File: src/rtl/motion_command_sequencer_pkg.sv
// Shared definitions for the motion command sequencer: field offsets, FSM states, symbolic field values.
// Latency: n/a (declarations only).
// Backpressure: n/a (declarations only).
package motion_defs;

    // Field positions, given as offsets below the top bit of the enclosing field.
    // direction sits at CMD_W-DIR_BIT, command_type at CMD_W-TYPE_BIT,
    // and the curve flag at ANGLE_W-CURVE_BIT.
    localparam int DIR_BIT   = 1;
    localparam int TYPE_BIT  = 2;
    localparam int CURVE_BIT = 1;

    // Sequencer FSM states.
    typedef enum logic [1:0] {
        ST_IDLE  = 2'd0,
        ST_ISSUE = 2'd1,
        ST_BUSY  = 2'd2
    } state_t;

    // Symbolic field values.
    localparam logic DIR_FWD      = 1'b0;
    localparam logic DIR_REV      = 1'b1;
    localparam logic CMD_STRAIGHT = 1'b0;
    localparam logic CMD_TURN     = 1'b1;

endpackage

File: src/rtl/motion_cmd_fifo.sv
// Circular command buffer with push/pop/flush and occupancy count.
// Latency: a push is visible at the head one cycle later; pop data is combinational from the head.
// Backpressure: full refuses pushes (no bypass on simultaneous pop); flush empties and drops a coincident push.
module motion_cmd_fifo #(
    parameter int W     = 10,
    parameter int DEPTH = 4,
    localparam int AW   = $clog2(DEPTH),
    localparam int CW   = $clog2(DEPTH + 1)
) (
    input  logic          clk,
    input  logic          reset,
    input  logic          push,
    input  logic [W-1:0]  push_dat,
    input  logic          pop,
    input  logic          flush,
    output logic [W-1:0]  pop_dat,
    output logic          full,
    output logic          empty,
    output logic [CW-1:0] count
);

    logic [W-1:0]  mem [DEPTH];
    logic [AW-1:0] wr_ptr;
    logic [AW-1:0] rd_ptr;
    logic          do_push;
    logic          do_pop;

    assign full    = (count == CW'(DEPTH));
    assign empty   = (count == '0);
    assign do_push = push && !full && !flush;
    assign do_pop  = pop && !empty;
    assign pop_dat = mem[rd_ptr];

    // Storage write; contents need no reset since count gates every read.
    always_ff @(posedge clk) begin
        if (do_push) begin
            mem[wr_ptr] <= push_dat;
        end
    end

    // Pointers wrap naturally at DEPTH (power of two); flush rewinds both.
    always_ff @(posedge clk) begin
        if (reset || flush) begin
            wr_ptr <= '0;
            rd_ptr <= '0;
        end else begin
            if (do_push) wr_ptr <= wr_ptr + AW'(1);
            if (do_pop)  rd_ptr <= rd_ptr + AW'(1);
        end
    end

    // Occupancy: flush wins over everything, push+pop leaves it unchanged.
    always_ff @(posedge clk) begin
        if (reset || flush) begin
            count <= '0;
        end else if (do_push && !do_pop) begin
            count <= count + CW'(1);
        end else if (do_pop && !do_push) begin
            count <= count - CW'(1);
        end
    end

endmodule

File: src/rtl/motion_command_sequencer.sv
// Queues packed motion commands and issues them one at a time with a start/done handshake.
// Latency: command pushed at edge k into an idle, empty sequencer shows exec_start after edge k+1; one bubble after done.
// Backpressure: cmd_in_ready drops while the queue is full. Optional watchdog: MOTION_WATCHDOG_EN.
module motion_command_sequencer
    import motion_defs::*;
#(
    parameter int ANGLE_W     = 8,
    parameter int DEPTH       = 4,
    parameter int WDOG_CYCLES = 1000000,
    localparam int CMD_W      = ANGLE_W + 2,
    localparam int CNT_W      = $clog2(DEPTH + 1)
) (
    input  logic               clk,
    input  logic               reset,
    input  logic [CMD_W-1:0]   cmd_in,
    input  logic               cmd_in_valid,
    output logic               cmd_in_ready,
    input  logic               flush,
    output logic               exec_start,
    input  logic               exec_done,
    output logic               direction,
    output logic               command_type,
    output logic               curved,
    output logic [ANGLE_W-2:0] angle,
    output logic               busy,
    output logic [CNT_W-1:0]   fifo_count,
    output logic               watchdog_err
);

    state_t           state;
    state_t           state_nxt;
    logic             pop;
    logic             fifo_full;
    logic             fifo_empty;
    logic [CMD_W-1:0] head_dat;
    logic             wdog_hit;

    motion_cmd_fifo #(
        .W     (CMD_W),
        .DEPTH (DEPTH)
    ) u_fifo (
        .clk      (clk),
        .reset    (reset),
        .push     (cmd_in_valid),
        .push_dat (cmd_in),
        .pop      (pop),
        .flush    (flush),
        .pop_dat  (head_dat),
        .full     (fifo_full),
        .empty    (fifo_empty),
        .count    (fifo_count)
    );

    assign cmd_in_ready = !fifo_full;
    assign exec_start   = (state == ST_ISSUE);
    assign busy         = (state != ST_IDLE);

    // State register.
    always_ff @(posedge clk) begin
        if (reset) begin
            state <= ST_IDLE;
        end else begin
            state <= state_nxt;
        end
    end

    // Next state and pop request; exec_done matters only in BUSY.
    always_comb begin
        state_nxt = state;
        pop       = 1'b0;
        case (state)
            ST_IDLE: begin
                if (!fifo_empty) begin
                    pop       = 1'b1;
                    state_nxt = ST_ISSUE;
                end
            end
            ST_ISSUE: state_nxt = ST_BUSY;
            ST_BUSY: begin
                if (exec_done || wdog_hit) begin
                    state_nxt = ST_IDLE;
                end
            end
            default: state_nxt = ST_IDLE;
        endcase
    end

    // Field registers load on pop and hold until the next pop.
    always_ff @(posedge clk) begin
        if (reset) begin
            direction    <= 1'b0;
            command_type <= 1'b0;
            curved       <= 1'b0;
            angle        <= '0;
        end else if (pop) begin
            direction    <= head_dat[CMD_W-DIR_BIT];
            command_type <= head_dat[CMD_W-TYPE_BIT];
            curved       <= head_dat[ANGLE_W-CURVE_BIT];
            angle        <= head_dat[ANGLE_W-2:0];
        end
    end

`ifdef MOTION_WATCHDOG_EN
    localparam int WDOG_W = $clog2(WDOG_CYCLES + 1);

    logic [WDOG_W-1:0] wdog_cnt;

    // A done arriving on the limit cycle is a normal completion, not a timeout.
    assign wdog_hit = (state == ST_BUSY) && !exec_done &&
                      (wdog_cnt == WDOG_W'(WDOG_CYCLES - 1));

    // Cycle counter: zero on the first BUSY cycle, counting each BUSY cycle.
    always_ff @(posedge clk) begin
        if (reset || state == ST_ISSUE) begin
            wdog_cnt <= '0;
        end else if (state == ST_BUSY) begin
            wdog_cnt <= wdog_cnt + WDOG_W'(1);
        end
    end

    // Sticky timeout flag, cleared only by reset.
    always_ff @(posedge clk) begin
        if (reset) begin
            watchdog_err <= 1'b0;
        end else if (wdog_hit) begin
            watchdog_err <= 1'b1;
        end
    end
`else
    assign wdog_hit     = 1'b0;
    assign watchdog_err = 1'b0;
`endif

endmodule

File: config.mk
export PLATFORM = sky130hd
export DESIGN_NAME = motion_command_sequencer
export DESIGN_NICKNAME = d
export VERILOG_FILES = /design/src/rtl/motion_command_sequencer_pkg.sv /design/src/rtl/motion_cmd_fifo.sv /design/src/rtl/motion_command_sequencer.sv
export SDC_FILE = /design/constraint.sdc
export NUM_CORES = 1
export LEC_CHECK = 0
export CORE_ASPECT_RATIO = 1.75
export CORE_UTILIZATION = 50
export CTS_BUF_LIST = sky130_fd_sc_hd__clkbuf_8 sky130_fd_sc_hd__clkbuf_16
export CTS_CLUSTER_SIZE = 30
export DETAILED_ROUTE_END_ITERATION = 7
export PLACE_DENSITY = 0.74
export SLEW_MARGIN = 20
export SYNTH_ARGS = -nofsm -noshare
export SYNTH_HDL_FRONTEND = slang
export SYNTH_SLANG_ARGS = --single-unit
export TNS_END_PERCENT = 50
File: constraint.sdc
create_clock -name clk -period 5.5 [get_ports clk]
set_input_delay 1.1 -clock clk [delete_from_list [all_inputs] [get_ports clk]]
set_output_delay 1.1 -clock clk [all_outputs]
set_load 0.1 [all_outputs]
==> results.sh <==
export IMPL_end_kind="output pin"
export IMPL_netlist_instances=158
export IMPL_tightest_slew_ns=0.984
export IMPL_h_tree_depth=3
export IMPL_r2r_end="u_fifo.count[2]$_SDFFE_PP0P_"
export IMPL_hpwl_mm=2.87
export IMPL_synth_nets=179
export IMPL_drtIter0Drc=25
export IMPL_cp_required_ns=4.40
export IMPL_drt_first_pass_iters=4
export IMPL_io_pins=32
export IMPL_ys_async_sr_fraction_pct=0
export IMPL_muxShareOfSynthArea_pct=11.6
export IMPL_place_area_sq_um=2680
export IMPL_synth_edf_count=40
export IMPL_drv_cap=0
export IMPL_diodes=0
export IMPL_setup_violations=0
export IMPL_grt_pass1_wl_mm=6.44
export IMPL_die_h_um=92.8
export IMPL_tns_ns=0
export IMPL_synth_fa_ha_area_share_pct=3.51
export IMPL_fin_crit_ns=3.49
export IMPL_rsz0062_at_grt="false"
export IMPL_critPathLaunchType="flop"
export IMPL_cts_root_buf="clkbuf_8"
export IMPL_place_gp_congestion=0.722
export IMPL_grt_usage_pct=19.2
export IMPL_cp_max_fo=14
export IMPL_die_w_um=53.9
export IMPL_synth_area_leaders="edfxtp_1 (51%), dfxtp_1 (16%), mux4_1 (11%)"
export IMPL_synth_compound_area_share_pct=6.70
export IMPL_synth_area_sq_um=2350
export IMPL_finalClockSkew_ns=0.00624
export IMPL_ant_nets=0
export IMPL_antenna_found_initial=0
export IMPL_peakVddDrop_v=0.000434
export IMPL_crit_start="state[1]$_SDFFE_PP0P_"
export IMPL_wl_per_cell_um=16.3
export IMPL_hold_buffers=0
export IMPL_fp_row_count=32
export IMPL_min_path_type="reg2reg"
export IMPL_synth_top_family_by_area="multiplexers"
export IMPL_die_area_sq_um=5000
export IMPL_tritoncts="done"
export IMPL_critPathArrivalTime_ns=2.39
export IMPL_p_per_area_nw_per_um2=541
export IMPL_clock_sinks=59
export IMPL_regToRegStartpoint="u_fifo.count[0]$_SDFFE_PP0P_"
export IMPL_fin_area_sq_um=2860
export IMPL_yosys_area_share_simple_pct=7.07
export IMPL_ff2ff_path_depth=8
export IMPL_area_growth_pct=21.4
export IMPL_ctsResizeCount=0
export IMPL_coreArea_sq_um=4440
export IMPL_ys_seq_elements=59
export IMPL_cts_buffers=9
export IMPL_drc=0
export IMPL_grt_overflow=0
export IMPL_start_util_pct=53.0
export IMPL_holdWs_ns=0.477
export IMPL_fin_crit_sh_pct=63.4
export IMPL_dr_total_vias=1392
export IMPL_synth_xor_area_share_pct=0.744
export IMPL_synth_top_area_share_pct=51.0
export IMPL_cts_setup_buffers=0
export IMPL_clk_pin_slew_worst_paths_ns=0.06
export IMPL_cp_endpoint="busy"
export IMPL_fmax_mhz=287
export IMPL_grt_pass1_vias=1391
export IMPL_drt_wl_total_mm=4.04
export IMPL_ys_warn_count=0
export IMPL_synth_common_cells="edfxtp_1 (40), dfxtp_1 (19), a21oi_1 (16)"
export IMPL_synth_top_area_cell="edfxtp_1"
export IMPL_status="finished clean"
export IMPL_clock_path_buffers=2
export IMPL_nNetsFinal=212
export IMPL_hold_viol_final=0
export IMPL_power_leakage_uw=0.000991
export IMPL_post_synth_top_count_cell="edfxtp_1"
export IMPL_avgSynthCellArea_sq_um=14.9
export IMPL_worstSkewPairLatency_ns=0.33
export IMPL_vias_per_cell=5.64
export IMPL_drv_slew=0
export IMPL_slew_headroom_pct=34.2
export IMPL_path_class="reg2out"
export IMPL_io_buffers=30
export IMPL_seq_area_frac_synth_pct=67.2
export IMPL_r2r_setup_slack_ns=3.05
export IMPL_drive_gt1_share_pct=9.18
export IMPL_synth_distinct_cells=27
export IMPL_synthFlopType="edfxtp_1"
export IMPL_grt_max_degree=15
how the worst min path moves through the flow:
| stage | start | slack, ns | depth (start not counted) | to |
|---|---|---|---|---|
| after global routing | angle[5]$_SDFFE_PP0P_ | 0.50 | 2 | angle[5]$_SDFFE_PP0P_ |
| after CTS | angle[2]$_SDFFE_PP0P_ | 0.48 | 2 | angle[2]$_SDFFE_PP0P_ |
| final | angle[2]$_SDFFE_PP0P_ | 0.48 | 2 | angle[2]$_SDFFE_PP0P_ |
| after detailed placement | angle[2]$_SDFFE_PP0P_ | 0.47 | 2 | angle[2]$_SDFFE_PP0P_ |
| after floorplan | state[1]$_SDFFE_PP0P_ | 0.48 | 2 | state[1]$_SDFFE_PP0P_ |
| after global placement | angle[2]$_SDFFE_PP0P_ | 0.46 | 2 | angle[2]$_SDFFE_PP0P_ |
cell usage in the layout (no fill, tap or decap), types with 3 or more instances in the layout:
| cell type | Yosys | routed |
|---|---|---|
| edfxtp_1 | 40 | 40 |
| clkdlybuf4s50_1 | 0 | 30 |
| dfxtp_1 | 19 | 19 |
| a21oi_1 | 16 | 16 |
| o21ai_0 | 14 | 14 |
| nand3_1 | 13 | 13 |
| clkbuf_8 | 0 | 11 |
| mux4_1 | 10 | 10 |
| inv_1 | 6 | 8 |
| nor2_1 | 6 | 6 |
| ha_1 | 5 | 5 |
| and2_1 | 4 | 4 |
| clkinv_2 | 0 | 3 |
sequential cells by signal, summed over array words and instances (netlist names):
name	flops
angle	7
command_type	1
curved	1
direction	1
state	2
u_fifo.count	3
u_fifo.mem	40
u_fifo.rd_ptr	2
u_fifo.wr_ptr	2
cells by family after synthesis:
group                    after synthesis
AO/OA/AOI/OAI                         31
XOR/XNOR                               2
adder cells (fa/ha/maj)                6
buffers and inverters                 16
flip-flops                            59
multiplexers                          11
other                                  1
AND/OR/NAND/NOR                       32
worst max-delay path: stages, from the launching register on:
cell and delay [ns]:
dfxtp_1 0.35, nor2_1 0.06, buf_4 0.18, inv_1 0.27, clkdlybuf4s50_1 1.20
per-stage QoR:
stage | power, uW | util, % | setup WS, ns | instances
global route | 1610 | 64.3 | 1.91 | 247
CTS | 1550 | 64.2 | 1.99 | 247
finish | 1550 | 64.3 | 2.01 | 247
floorplan | 1070 | - | 2.49 | 158
detailed placement | 1220 | 60.3 | 2.09 | 231
global placement | 1200 | 60.3 | 2.20 | 231
area by class of cell:
class	instances	area, sq um
fillers	325	1590
flip-flops and latches	59	1580
multi-input cells	83	706
repair buffers	31	308
clock buffers	11	151
well taps	51	63.8
inverters	7	26.3
clock inverters	5	22.5
report_power, final:
| group | internal [uW] | switching, uW |
|---|---|---|
| clock network | 182 | 154 |
| logic | 170 | 477 |
| registers | 525 | 38.9 |
metal layers:
layer | vias up | global-route usage (%) | wire (um)
li1 | 667 | - | -
met1 | 677 | 20.1 | 1490
met2 | 38 | 32.4 | 2290
met3 | 10 | 5.75 | 166
met4 | 0 | 10.3 | 95
met5 | - | 0 | 0
No activity file was read; power rests on OpenSTA's default activity.
